$ cat src/rtl/wb_rr_arbiter_wdt.sv
// Round-robin Wishbone B3 arbiter sharing one slave among num_masters masters,
// with a watchdog that aborts strobes the slave leaves unanswered too long.
module wb_rr_arbiter_wdt #(
  parameter int num_masters    = 2,
  parameter int aw             = 32,
  parameter int dw             = 32,
  parameter int TIMEOUT_CYCLES = 255
) (
  input  logic                        wb_clk_i,
  input  logic                        wb_rst_i,
  input  logic [num_masters*aw-1:0]   wbm_adr_i,
  input  logic [num_masters*dw-1:0]   wbm_dat_i,
  input  logic [num_masters*dw/8-1:0] wbm_sel_i,
  input  logic [num_masters-1:0]      wbm_we_i,
  input  logic [num_masters-1:0]      wbm_cyc_i,
  input  logic [num_masters-1:0]      wbm_stb_i,
  input  logic [num_masters*3-1:0]    wbm_cti_i,
  input  logic [num_masters*2-1:0]    wbm_bte_i,
  output logic [num_masters*dw-1:0]   wbm_dat_o,
  output logic [num_masters-1:0]      wbm_ack_o,
  output logic [num_masters-1:0]      wbm_err_o,
  output logic [num_masters-1:0]      wbm_rty_o,
  output logic [aw-1:0]               wbs_adr_o,
  output logic [dw-1:0]               wbs_dat_o,
  output logic [dw/8-1:0]             wbs_sel_o,
  output logic                        wbs_we_o,
  output logic [2:0]                  wbs_cti_o,
  output logic [1:0]                  wbs_bte_o,
  output logic                        wbs_cyc_o,
  output logic                        wbs_stb_o,
  input  logic [dw-1:0]               wbs_dat_i,
  input  logic                        wbs_ack_i,
  input  logic                        wbs_err_i,
  input  logic                        wbs_rty_i,
  output logic                        timeout_o
);

  localparam int GW = (num_masters > 1) ? $clog2(num_masters) : 1;
  localparam int WW = (TIMEOUT_CYCLES > 0) ? $clog2(TIMEOUT_CYCLES + 1) : 1;
  localparam int SW = dw / 8;

  typedef enum logic [1:0] {IDLE, BUSY, ABORT} state_t;

  state_t        r_state, w_state_nxt;
  logic [GW-1:0] r_grant, w_grant_nxt, w_pick;
  logic [WW-1:0] r_wdt, w_wdt_nxt;
  logic          r_abort_first, w_abort_first_nxt;
  logic          w_cyc_g, w_stb_g, w_any_req, w_resp, w_stalled, w_wdt_limit;

  // Nearest requester after 'last' in circular order; 'last' itself ranks lowest.
  function automatic logic [GW-1:0] rr_pick(input logic [num_masters-1:0] cyc,
                                            input logic [GW-1:0]          last);
    logic [GW-1:0] sel;
    int            best_d;
    int            d;
    sel    = last;
    best_d = num_masters;
    for (int j = 0; j < num_masters; j++) begin
      d = (j + num_masters - int'(last) - 1) % num_masters;
      if (cyc[j] && d < best_d) begin
        best_d = d;
        sel    = GW'(j);
      end
    end
    return sel;
  endfunction

  assign w_cyc_g     = wbm_cyc_i[r_grant];
  assign w_stb_g     = (r_state == BUSY) & w_cyc_g & wbm_stb_i[r_grant];
  assign w_any_req   = |wbm_cyc_i;
  assign w_pick      = rr_pick(wbm_cyc_i, r_grant);
  assign w_resp      = wbs_ack_i | wbs_err_i | wbs_rty_i;
  assign w_stalled   = w_stb_g & ~w_resp;
  assign w_wdt_limit = (TIMEOUT_CYCLES != 0) && (r_wdt == WW'(TIMEOUT_CYCLES - 1));

  always_ff @(posedge wb_clk_i or posedge wb_rst_i) begin
    if (wb_rst_i) begin
      r_state       <= IDLE;
      r_grant       <= GW'(num_masters - 1);
      r_wdt         <= '0;
      r_abort_first <= 1'b0;
    end else begin
      r_state       <= w_state_nxt;
      r_grant       <= w_grant_nxt;
      r_wdt         <= w_wdt_nxt;
      r_abort_first <= w_abort_first_nxt;
    end
  end

  // The watchdog only counts while the granted strobe stays unanswered; an ack
  // on the limit cycle makes w_stalled low, so the response wins over the abort.
  always_comb begin
    w_state_nxt       = r_state;
    w_grant_nxt       = r_grant;
    w_wdt_nxt         = '0;
    w_abort_first_nxt = 1'b0;
    unique case (r_state)
      IDLE: begin
        if (w_any_req) begin
          w_grant_nxt = w_pick;
          w_state_nxt = BUSY;
        end
      end
      BUSY: begin
        if (!w_cyc_g) begin
          if (w_any_req) w_grant_nxt = w_pick;
          else           w_state_nxt = IDLE;
        end else if (w_stalled) begin
          if (w_wdt_limit) begin
            w_state_nxt       = ABORT;
            w_abort_first_nxt = 1'b1;
          end else begin
            w_wdt_nxt = r_wdt + WW'(1);
          end
        end
      end
      ABORT: begin
        if (!w_cyc_g) w_state_nxt = IDLE;
      end
      default: w_state_nxt = IDLE;
    endcase
  end

  always_comb begin
    wbs_adr_o = wbm_adr_i[r_grant*aw +: aw];
    wbs_dat_o = wbm_dat_i[r_grant*dw +: dw];
    wbs_sel_o = wbm_sel_i[r_grant*SW +: SW];
    wbs_we_o  = wbm_we_i[r_grant];
    wbs_cti_o = wbm_cti_i[r_grant*3 +: 3];
    wbs_bte_o = wbm_bte_i[r_grant*2 +: 2];
    wbs_cyc_o = (r_state == BUSY) & w_cyc_g;
    wbs_stb_o = w_stb_g;
    wbm_dat_o = {num_masters{wbs_dat_i}};
    wbm_ack_o = '0;
    wbm_err_o = '0;
    wbm_rty_o = '0;
    timeout_o = (r_state == ABORT) & r_abort_first;
    if (r_state == BUSY) begin
      wbm_ack_o[r_grant] = wbs_ack_i;
      wbm_err_o[r_grant] = wbs_err_i;
      wbm_rty_o[r_grant] = wbs_rty_i;
    end
    if (timeout_o) wbm_err_o[r_grant] = 1'b1;
  end

endmodule

$ cat config.mk
export PLATFORM = sky130hd
export DESIGN_NAME = wb_rr_arbiter_wdt
export DESIGN_NICKNAME = d
export VERILOG_FILES = /design/src/rtl/wb_rr_arbiter_wdt.sv
export SDC_FILE = /design/constraint.sdc
export NUM_CORES = 1
export LEC_CHECK = 0
export ABC_CLOCK_PERIOD_IN_PS = 2100
export BUFFER_PORTS_ARGS = -buffer_cell sky130_fd_sc_hd__buf_2
export CAP_MARGIN = 15
export CORE_AREA = 5 5 127 129
export DETAILED_ROUTE_END_ITERATION = 7
export DIE_AREA = 0 0 132 134
export GPL_TIMING_DRIVEN = 0
export PLACE_DENSITY_LB_ADDON = 0.3
export SKIP_LAST_GASP = 1
export SYNTH_ARGS = -nofsm -noshare
export SYNTH_HDL_FRONTEND = slang
export SYNTH_SLANG_ARGS = --single-unit
$ cat constraint.sdc
create_clock -name wb_clk_i -period 2.1 [get_ports wb_clk_i]
set_clock_uncertainty 0.2 [all_clocks]
set_input_delay 0.63 -clock wb_clk_i [delete_from_list [all_inputs] [get_ports wb_clk_i]]
set_output_delay 0.63 -clock wb_clk_i [all_outputs]
set_load 0.03 [all_outputs]
Word level (Yosys, flattened, before mapping)
Index checks and enable logic that the tools add are counted.
Word-level totals
  bits in writable memories: 0
  memories kept: 0
  bits in latches: 0
  memory bits (read-only): 0
  flip-flop bits (word level): 12
Operators by class
  add/sub/neg operators: 5
  multipliers: 1
  $lt $le $gt $ge: 4
  bitwise gates (word level): 13
  mux-type cells: 33
  shifts and indexed selects: 5
  eq/ne operators: 9
  reduce and logical (&&, ||, !) cells: 8
  divide/modulo/power cells: 0
Operator list (number)
  $shiftx 64x7->32: 2
  $lt 2x32->1: 1
  $mux 32: 1
  $mux 8: 4
  $mux 2: 10
  $mux 1: 15
  $ne 3x3->1 const B: 3
  $add 8x1->8 const B: 1
  $eq 8x8->1 const B: 1
  $shiftx 8x4->4: 1
  $sub 3x2->4 const B: 2
  $and 1x1->1: 6
  $and 2x2->2: 3
  $ne 2x2->1 const B: 3
  $pmux 2 s3: 1
  $shiftx 6x4->3: 1
  $sub 2x1->3 const A: 2
  $reduce_and 5->1: 1
  $shiftx 4x3->2: 1
  $logic_and 1x1->1: 3
  $lt 2x3->1 const B: 1
  $mul 1x2->3 const B: 1
  $eq 2x1->1 const B: 1
  $eq 2x2->1 const B: 1
  other kinds (11): 12

Depth between registers and ports, before layout
Gate-level depths: netlist (run 1).
  depth after elaboration: 12
  mapped depth: 5
  depth with buffers taken out: 5

Worst setup path before layout (run 1)
OpenSTA, ideal clock, no wires.
  path type: register to output
  from: register r_grant
  to: output port wbm_err_o[1]
  path buffers: 2
  data arrival time: 1.358 ns
  setup slack: -0.088 ns
  stages on the path, launching flop included: 4
  path through: dfstp_2 -> buf_2 -> buf_2 -> nor2b_1
Between the ends
  word-level cells in the longest chain between the ends: 8
  elaborated cells on any way between the ends: 9
  those cells by class: 2 x order compare; 4 x mux; 2 x bitwise; 1 x reduce/logical
RTL lines
  start: declaration: line 45  | logic [GW-1:0] r_grant, w_grant_nxt, w_pick;
  start signal: assignment: line 79  | r_grant <= GW'(num_masters - 1);
  start signal: assignment: line 84  | r_grant <= w_grant_nxt;
  $lt 1x2->1 (not written as such) or $ge 1x1->1 (tied branches): line 140, 143
  $logic_and 1x1->1 (not written as such): line 140, 143
  $mux 1 (not written as such): line 140, 143
  $demux 1 s1 (*): line 140, 143
  $and 2x2->2 (no source line)
  $mux 2: line 138  | if (r_state == BUSY) begin
  $or 2x2->2 (no source line)
  $mux 2 (*): line 143  | if (timeout_o) wbm_err_o[r_grant] = 1'b1;
  end: declaration: line 21  | output logic [num_masters-1:0] wbm_err_o,
Every way passes the cells marked *; elsewhere a longest branch is shown, timed or not.

Worst setup path after layout (run 1)
  from: register r_grant
  to: output port wbs_dat_o[13]
Between the ends
  word-level cells in the longest chain between the ends: 1
RTL lines
  $shiftx 64x7->32: line 126  | wbs_dat_o = wbm_dat_i[r_grant*dw +: dw];
  end: declaration: line 24  | output logic [dw-1:0] wbs_dat_o,
Every way passes these cells.

==> results.toml, run 1 <==
[pwr]
finalPower_mw = 2.02
p_per_area_nw_per_um2 = 485
leakage_nw = 2.30
irDropWorstVdd_mv = 0.267

[drt]
wl_mm = 11.1
drt_iter0_drc = 44
avgRoutedWirePerCell_microns = 15.3
routed.top_layer = "met4"
dr_wl_met2_mm = 5.53
drc_errors = 0
wl_met3_microns = 963
drt-met1-wl_mm = 4.49
viasPerCell = 3.66
vias = 2636
postRouteAntennaNets = 0
drtPass1Iterations = 4

[global_route]
grt_max_degree = 13
antenna_found_initial = 0
grt_usage_pct = 11.2
grt_overflow = 0
grt_pass1_wl_mm = 16.1
grt_pass1_vias = 2803

[worst_setup_path]
arrival_ps = 1640
critPathKind = "register to output pin"
crit_fanout = 10
r2r_setup_slack_ps = 170
startpoint = "r_grant"
start_kind = "register"
r2r_start = "r_grant"
critPathMaxStageDelay_ps = 550
required_ps = 1270
path_cells = "buf_12 > buf_8 > mux2_2 > buf_4"
cp-end-kind = "output pin"
slowest_stage = "dfstp_2"

[layout]
drive_gt1_share_pct = 88.7
fin_area_sq_um = 4170
fillers = 1651
antenna_cells = 0
nets = 725
area_growth_pct = 101
register_area_sq_um = 302
multi_input_area_sq_um = 1270

[placed_design]
dp_hpwl_mm = 9.97
place_area_sq_um = 3840
gp_congestion = 0.732
io_buffers = 303

[synthesis]
synthesis.nets = 409
synth_flop_cell = "dfrtp_1"
synth_edf_count = 0
ys_warn_count = 0
yosysSeqAreaShare_pct = 14.6
syn_area_per_cell_sq_um = 9.50
synth_cell_types = 35
synth-seq-cells = 12
netlist_area_sq_um = 2070
postSynthCellCount = 218
synthArstFlopShare_pct = 100

[timing]
worst_pin_slew_ps = 495
fmaxAchievable_mhz = 404
period_share_pct = 118
finalCriticalPeriod_ps = 2470
rsz0062_at_grt = "yes"
setup_violations = 82
hold_ws_ps = 205
hold_viol = 0
setup_tns_ps = -26660
slew_viol_final = 0
fin_ws_ps = -373
timing.slew.headroom_pct = 67.0

[clock_network]
h-tree-depth = 1
clk_pin_slew_ps = 40
cts.sinks = 12
clkLatencyLatePin_ps = 240
cts-root-buf = "clkbuf_16"
ctsHoldBuffers = 0
ctsLongestPathBuffers = 2
cts_buffers = 3
cts_tree = "done"

[outcome]
status = "finished with violations"
violations = "negative setup slack"

[flow_run]
maxCapViolCount = 0

[floorplanning]
die_area_sq_um = 17700
die-width_microns = 132
fp.dieH_microns = 134
num_rows = 45
io_pins = 336
design.core.area_sq_um = 14900
initial_core_util_pct = 13.9

[hold_path]
holdCritPathClass = "input pin to async pin"
## worst max-delay path: cells and delay by family, from the launching register on
family,cells,cell delay (ps)
flip-flops,1,550
buffers and inverters,3,470
multiplexers,1,370
## synthesized netlist by cell type, drive strengths merged, types with 2 or more instances
cell type	instances	area [sq um]
mux2	76	856
nand4	2	27.5
nand2	4	15.0
o21bai	2	15.0
nor2	2	10.0
a21oi	5	28.8
o21ai	2	10.0
and3b	4	35.0
ha	2	25.0
dfrtp	11	275
and3	3	18.8
nor2b	2	12.5
nand3	4	25.0
nor3	7	35.0
inv	3	11.3
buf	74	531
xor2	2	17.5
## power by group
group | internal (mW) | switching [mW]
registers | 0.237 | 0.00414
logic | 0.617 | 0.803
clock network | 0.256 | 0.101
total | 1.11 | 0.908
## layout make-up
cell class	instances	share of cell area, %
plain buffers	73	14.5
clock buffers	4	1.89
inverters	3	0.270
multi-input cells	129	30.4
flip-flops and latches	12	7.24
well taps	188	5.65
repair buffers	312	40.0
## kinds of logic (layout without fill, tap and decap cells)
family	Yosys count	after routing	share of synthesized area, %
buffers and inverters	77	392	26.1
multiplexers	76	76	41.3
flip-flops	12	12	14.6
AND/OR/NAND/NOR	33	33	10.6
AO/OA/AOI/OAI	15	15	4.95
adder cells (fa/ha/maj)	2	2	1.21
XOR/XNOR	3	3	1.27
## sequential cells by signal (all words and copies together), names as in the netlist
| name | flops |
|---|---|
| r_abort_first | 1 |
| r_grant | 1 |
| r_wdt | 8 |
| r_state | 2 |
## routing by layer
metal | vias to the layer above | global-route usage (%)
met3 | 5 | 2.96
met1 | 1142 | 14.4
met4 | 0 | 1.20
met2 | 151 | 19.4
met5 | - | 0
li1 | 1338 | -
## through the flow
| stage | utilization (%) | std cells | setup slack (ps) |
|---|---|---|---|
| 6_report | 27.9 | 721 | -373 |
| 3_5_place_dp | 25.7 | 709 | -645 |
| 3_3_place_gp | 25.7 | 709 | -658 |
| 5_1_grt | 27.9 | 721 | -423 |
| 4_1_cts | 27.6 | 719 | -423 |
| 2_1_floorplan | - | 218 | -73.1 |
## placed cells by master (no fill, tap or decap), types with 3 or more instances in the layout
cell type and n:
buf_2 277, buf_4 94, mux2_2 70, dfrtp_1 11, nor3_1 7, mux2_4 6
buf_6 5, nand2_1 4, buf_8 4, and3b_1 4, inv_1 3, and3_1 3
a21oi_1 3, nand3_1 3, clkbuf_16 3, clkbuf_4 3
## path summary, 6_finish.rpt
check                                     end  cells after the start
min in group wb_clk_i                r_wdt[0]                      1
worst max register to register     r_state[1]                      6
worst min register to register       r_wdt[0]                      1
max in group asynchronous             r_grant                      2
worst min-delay path                 r_wdt[1]                      2
worst max-delay path            wbs_dat_o[13]                      4
## timing repair
action / 4_1_cts / 5_1_grt
resized for setup: 47 / 15
setup buffers: 7 / 2
endpoints found under the setup margin: 82 / 82
gates cloned: 0 / 0
Power figures use the tool's default switching activity.
==> inputs of run 2 (changes only) <==
==> constraint.sdc (replaced) <==
create_clock -name wb_clk_i -period 2.1 [get_ports wb_clk_i]
set_clock_uncertainty 0.2 [all_clocks]
set_input_delay 0.105 -clock wb_clk_i [delete_from_list [all_inputs] [get_ports wb_clk_i]]
set_output_delay 0.105 -clock wb_clk_i [all_outputs]
set_load 0.03 [all_outputs]
==> run 2 against run 1 <==
Net effect: the flow now finishes without violations; non-clock buffer count is 4 lower; sequential power hardly changed; count of clock-buffer cells in the layout stayed put; cell area is 3.9% lower; largest power group unchanged.
==> results.toml, run 2 (synthesized netlist as in run 1, its figures left out) <==
[outcome]
status = "complete, no violations"

[layout]
largest_register_ff_count = 8
reg_top3 = "r_wdt (8), r_state (2)"
antenna_cells = 0
final_util_pct = 26.8
area_growth_pct = 93.1
final_cells = 717
top_register = "r_wdt"
nets = 721
mostFrequentLayoutCell = "buf_2"
final_cell_mix = "buf_2 (305), mux2_2 (76), buf_4 (67)"
drive_gt1_share_pct = 87.7

[floorplanning]
die-width_microns = 132
fp.dieH_microns = 134
die_area_sq_um = 17700
io_pins = 336
design.core.area_sq_um = 14900
initial_core_util_pct = 13.9
num_rows = 45

[worst_setup_path]
arrival_ps = 1710
cp_num_buf_inv = 3
reg2reg_depth = 4
reg2reg_to = "r_state[1]"
critPathMaxStageDelay_ps = 580
slowest_stage = "dfstp_2"
crit_fanout = 10
critical_path.top_delay_family = "flip-flops"
cp-end-kind = "output pin"
start_kind = "register"
critPathKind = "register to output pin"
path_cells = "buf_12 > buf_6 > mux2_2 > buf_2"
r2r_setup_slack_ps = 340
r2r_start = "r_grant"
required_ps = 1790

[global_route]
grt_pass1_wl_mm = 16.2
antenna_found_initial = 0
grt_overflow = 0
grt_usage_pct = 11.5
grt_max_degree = 13
grt_pass1_vias = 2745

[pwr]
power_frac_comb_pct = 67.8
internal-power_mw = 1.07
clock_power_share_pct = 19.9
p_per_area_nw_per_um2 = 494
seq_power_share_pct = 12.3
leakage_nw = 2.23
irDropWorstVdd_mv = 0.290
switching_share_pct = 45.7
switchingPower_mw = 0.903

[flow_run]
maxCapViolCount = 0

[drt]
wl_mm = 11.3
viasPerCell = 3.69
vias = 2648
drc_errors = 0
drtPass1Iterations = 3
drt_iter0_drc = 51
postRouteAntennaNets = 0
avgRoutedWirePerCell_microns = 15.7

[clock_network]
clkLatencyLatePin_ps = 240
cts-root-buf = "clkbuf_16"
cts.sinks = 12
cts_buffers = 3
cts_tree = "done"
ctsLongestPathBuffers = 2
h-tree-depth = 1
clk_pin_slew_ps = 40

[timing]
rsz0062_at_grt = "no"
fmaxAchievable_mhz = 495
fin_ws_ps = 81.5
timing.slew.headroom_pct = 68.2
setup_violations = 0
period_share_pct = 96.1
finalCriticalPeriod_ps = 2020
hold_viol = 0
worst_pin_slew_ps = 476
slew_viol_final = 0
setup_tns_ps = 0

[hold_path]
whs_path_depth = 4
min-delay-start = "wbs_err_i"
hold_end = "r_wdt[7]"
holdCritPathClass = "input pin to register"

[placed_design]
dp_hpwl_mm = 10.2
io_buffers = 303
place_ws_ps = 0.404
placedCellCount = 709
gp_congestion = 0.742
-- run 2: cell count changes in the layout (fill, tap and decap cells not counted), moves of 3 or more --
cell / before / now
clkbuf_4: 3 / 0
buf_8: 4 / 0
dlygate4sd3_1: 0 / 3
buf_2: 277 / 305
buf_4: 94 / 67
mux2_2: 70 / 76
mux2_4: 6 / 0
-- run 2: worst register-to-register path, stage by stage (launching register included) --
cell     delay, ps
dfstp_2        580
buf_4          130
mux2_2         360
and2_1         170
a41o_1         220
-- run 2: worst max path at each step --
stage	start	to	slack [ps]	depth (start not counted)
3_3_place_gp	r_grant	wbs_cti_o[1]	20	4
6_report	r_grant	wbs_cti_o[1]	80	4
5_1_grt	r_grant	wbs_sel_o[3]	20	3
3_5_place_dp	r_grant	wbs_cti_o[1]	0.4	4
4_1_cts	r_grant	wbs_dat_o[1]	-9	4
2_1_floorplan	r_grant	wbm_err_o[1]	440	3
-- run 2: final cells by class --
cell class	count	area, sq um
inverter	3	11.3
fill	1693	10900
tap	188	235
buffer	74	582
sequential	12	302
timing repair buffer	307	1550
multi-input combinational	129	1230
clock buffer	4	88.8
-- run 2: layer usage --
layer  share of wire (%)  routed length (microns)  track usage [%]
met5                   0                        0                0
met1                  39                     4390             14.3
met2                  51                     5720             19.9
met3                 9.2                     1040             3.68
met4                 1.0                      116             1.71
-- run 2: power groups by stage --
stage,Sequential (mW),Clock [mW],Combinational (mW)
after global routing,0.244,0.423,1.42
after global placement,0.246,0,1.32
after CTS,0.243,0.402,1.35
final,0.243,0.393,1.34
after floorplan,0.244,0,0.888
after detailed placement,0.246,0,1.32
-- run 2: timing repair --
| action | CTS | global route |
|---|---|---|
| endpoints found under the setup margin | 67 | 55 |
| endpoints found under the hold margin | 13 | 0 |
| gates resized for setup | 10 | 6 |
| buffers inserted | 0 | 1 |
| hold buffers | 3 | 0 |
| pin swaps | 0 | 0 |
-- run 2: metrics by stage --
stage | cell area, sq um | hold WS, ps | total power, mW
after detailed placement | 3820 | -45.0 | 1.57
after floorplan | 2070 | -231 | 1.13
after global placement | 3820 | -44.3 | 1.57
after global routing | 4000 | 102 | 2.09
final | 4000 | 72.2 | 1.98
after CTS | 3970 | 73.5 | 1.99
==> inputs of run 3 (changes only) <==
Settings changed: PLACE_DENSITY_LB_ADDON 0.3 to 0.25, SETUP_SLACK_MARGIN from default to 0.4.
==> run 3 against run 2 <==
Net effect: cell count rose by 1.7%; first-iteration DRC count fell by 47%; sequential cell count did not move; count of clock-buffer cells in the layout did not move; cell area rose by 7.8%; critical endpoint is now wbs_dat_o[26]; largest cell class unchanged.
==> results.toml, run 3 (synthesized netlist as in run 1, its figures left out) <==
[worst_setup_path]
required_ps = 1790
crit_fanout = 10
r2r_setup_slack_ps = 180
cp-end-kind = "output pin"
reg2reg_to = "r_state[1]"
arrival_ps = 1660
startpoint = "r_grant"
start_kind = "register"
critPathKind = "register to output pin"
reg2reg_depth = 6
cp-endpoint = "wbs_dat_o[26]"
r2r_start = "r_grant"

[timing]
fmaxAchievable_mhz = 510
timing.slew.headroom_pct = 46.5
setup_violations = 0
rsz0062_at_grt = "yes"
period_share_pct = 93.3
hold_ws_ps = 24.2
hold_viol = 0
finalCriticalPeriod_ps = 1960
slew_viol_final = 0
worst_pin_slew_ps = 796

[global_route]
grt_pass1_vias = 2796
grt_pass1_wl_mm = 16.1
grt_usage_pct = 11.4
grt_max_degree = 13
grt_overflow = 0
antenna_found_initial = 1

[floorplanning]
io_pins = 336
num_rows = 45
die_area_sq_um = 17700
design.core.area_sq_um = 14900
initial_core_util_pct = 13.9
fp.dieH_microns = 134
die-width_microns = 132

[layout]
largest_register_ff_count = 8
reg_top3 = "r_wdt (8), r_state (2)"
nets = 732
register_area_sq_um = 302
multi_input_area_sq_um = 1300
drive_gt1_share_pct = 90.0
fillers = 1603
fin_area_sq_um = 4310
mostFrequentLayoutCell = "buf_2"
area_growth_pct = 108
top_register = "r_wdt"
final_cell_mix = "buf_2 (276), buf_4 (96), mux2_2 (74)"

[flow_run]
maxCapViolCount = 0

[drt]
wl_met3_microns = 977
routed.top_layer = "met4"
wl_mm = 11.7
avgRoutedWirePerCell_microns = 16.1
dr_wl_met2_mm = 6.64
drc_errors = 0
viasPerCell = 3.78
drt_iter0_drc = 27
drtPass1Iterations = 4
drt-met1-wl_mm = 4.02
postRouteAntennaNets = 0
vias = 2752

[clock_network]
h-tree-depth = 1
clk_pin_slew_ps = 40
cts_buffers = 3
cts_tree = "done"
cts-root-buf = "clkbuf_16"
ctsLongestPathBuffers = 2
cts.sinks = 12
clkLatencyLatePin_ps = 240

[hold_path]
whs_path_depth = 3
holdCritPathClass = "input pin to register"

[placed_design]
io_buffers = 303
dp_hpwl_mm = 10.3
place_area_sq_um = 3820
gp_congestion = 0.813

[pwr]
finalPower_mw = 2.09
p_per_area_nw_per_um2 = 484
leakage_nw = 2.34
irDropWorstVdd_mv = 0.341

[outcome]
status = "complete, no violations"
-- run 3: worst min path at each step --
| stage | startpoint | to | slack [ps] |
|---|---|---|---|
| 2_1_floorplan | wb_rst_i | r_abort_first | -230 |
| 3_3_place_gp | wb_rst_i | r_wdt[7] | -60 |
| 3_5_place_dp | wb_rst_i | r_wdt[7] | -50 |
| 4_1_cts | wbm_cyc_i[0] | r_state[0] | 10 |
| 5_1_grt | wbm_cyc_i[0] | r_state[0] | 50 |
| 6_report | wbm_cyc_i[0] | r_grant | 20 |
-- run 3: power breakdown --
group	leakage (nW)	total, mW	switching [mW]	internal (mW)
Sequential	0.160	0.242	0.00459	0.237
Combinational	2.14	1.46	0.815	0.642
Clock	0.0442	0.389	0.102	0.288
Total	2.34	2.09	0.921	1.17
-- run 3: timing repair --
item | CTS | global route
endpoints found under the hold margin | 13 | 0
setup buffers | 6 | 5
pin swaps | 0 | 3
endpoints found under the setup margin | 83 | 93
resized for setup | 55 | 21
cloned | 0 | 2
hold buffers | 2 | 0
-- run 3: critical path, stage by stage, from the launching register on --
cell     delay (ps)
dfstp_2         560
buf_12          160
buf_8           150
mux2_2          350
buf_2           190
-- run 3: final cells by class --
cell class              instances  area share (%)
diodes                          1          0.0580
plain buffers                  74            14.6
clock buffers                   4            2.06
inverters                       3           0.261
multi-input cells             130            30.2
flip-flops and latches         12            6.99
well taps                     188            5.46
repair buffers                317            40.4
-- run 3: per-stage QoR --
stage | TNS [ps] | util, % | std cells | setup slack, ps
after detailed placement | -183 | 25.6 | 709 | -58.1
after global placement | -29.0 | 25.6 | 709 | -29.0
after global routing | 0 | 28.9 | 729 | 92.1
after floorplan | 0 | - | 218 | 437
after CTS | 0 | 27.8 | 721 | 111
final | 0 | 28.9 | 729 | 140
-- run 3: layer usage --
| metal | vias to the layer above | global-route usage (%) |
|---|---|---|
| li1 | 1357 | - |
| met4 | 0 | 2.23 |
| met3 | 6 | 2.40 |
| met1 | 1248 | 12.4 |
| met5 | - | 0 |
| met2 | 141 | 22.4 |
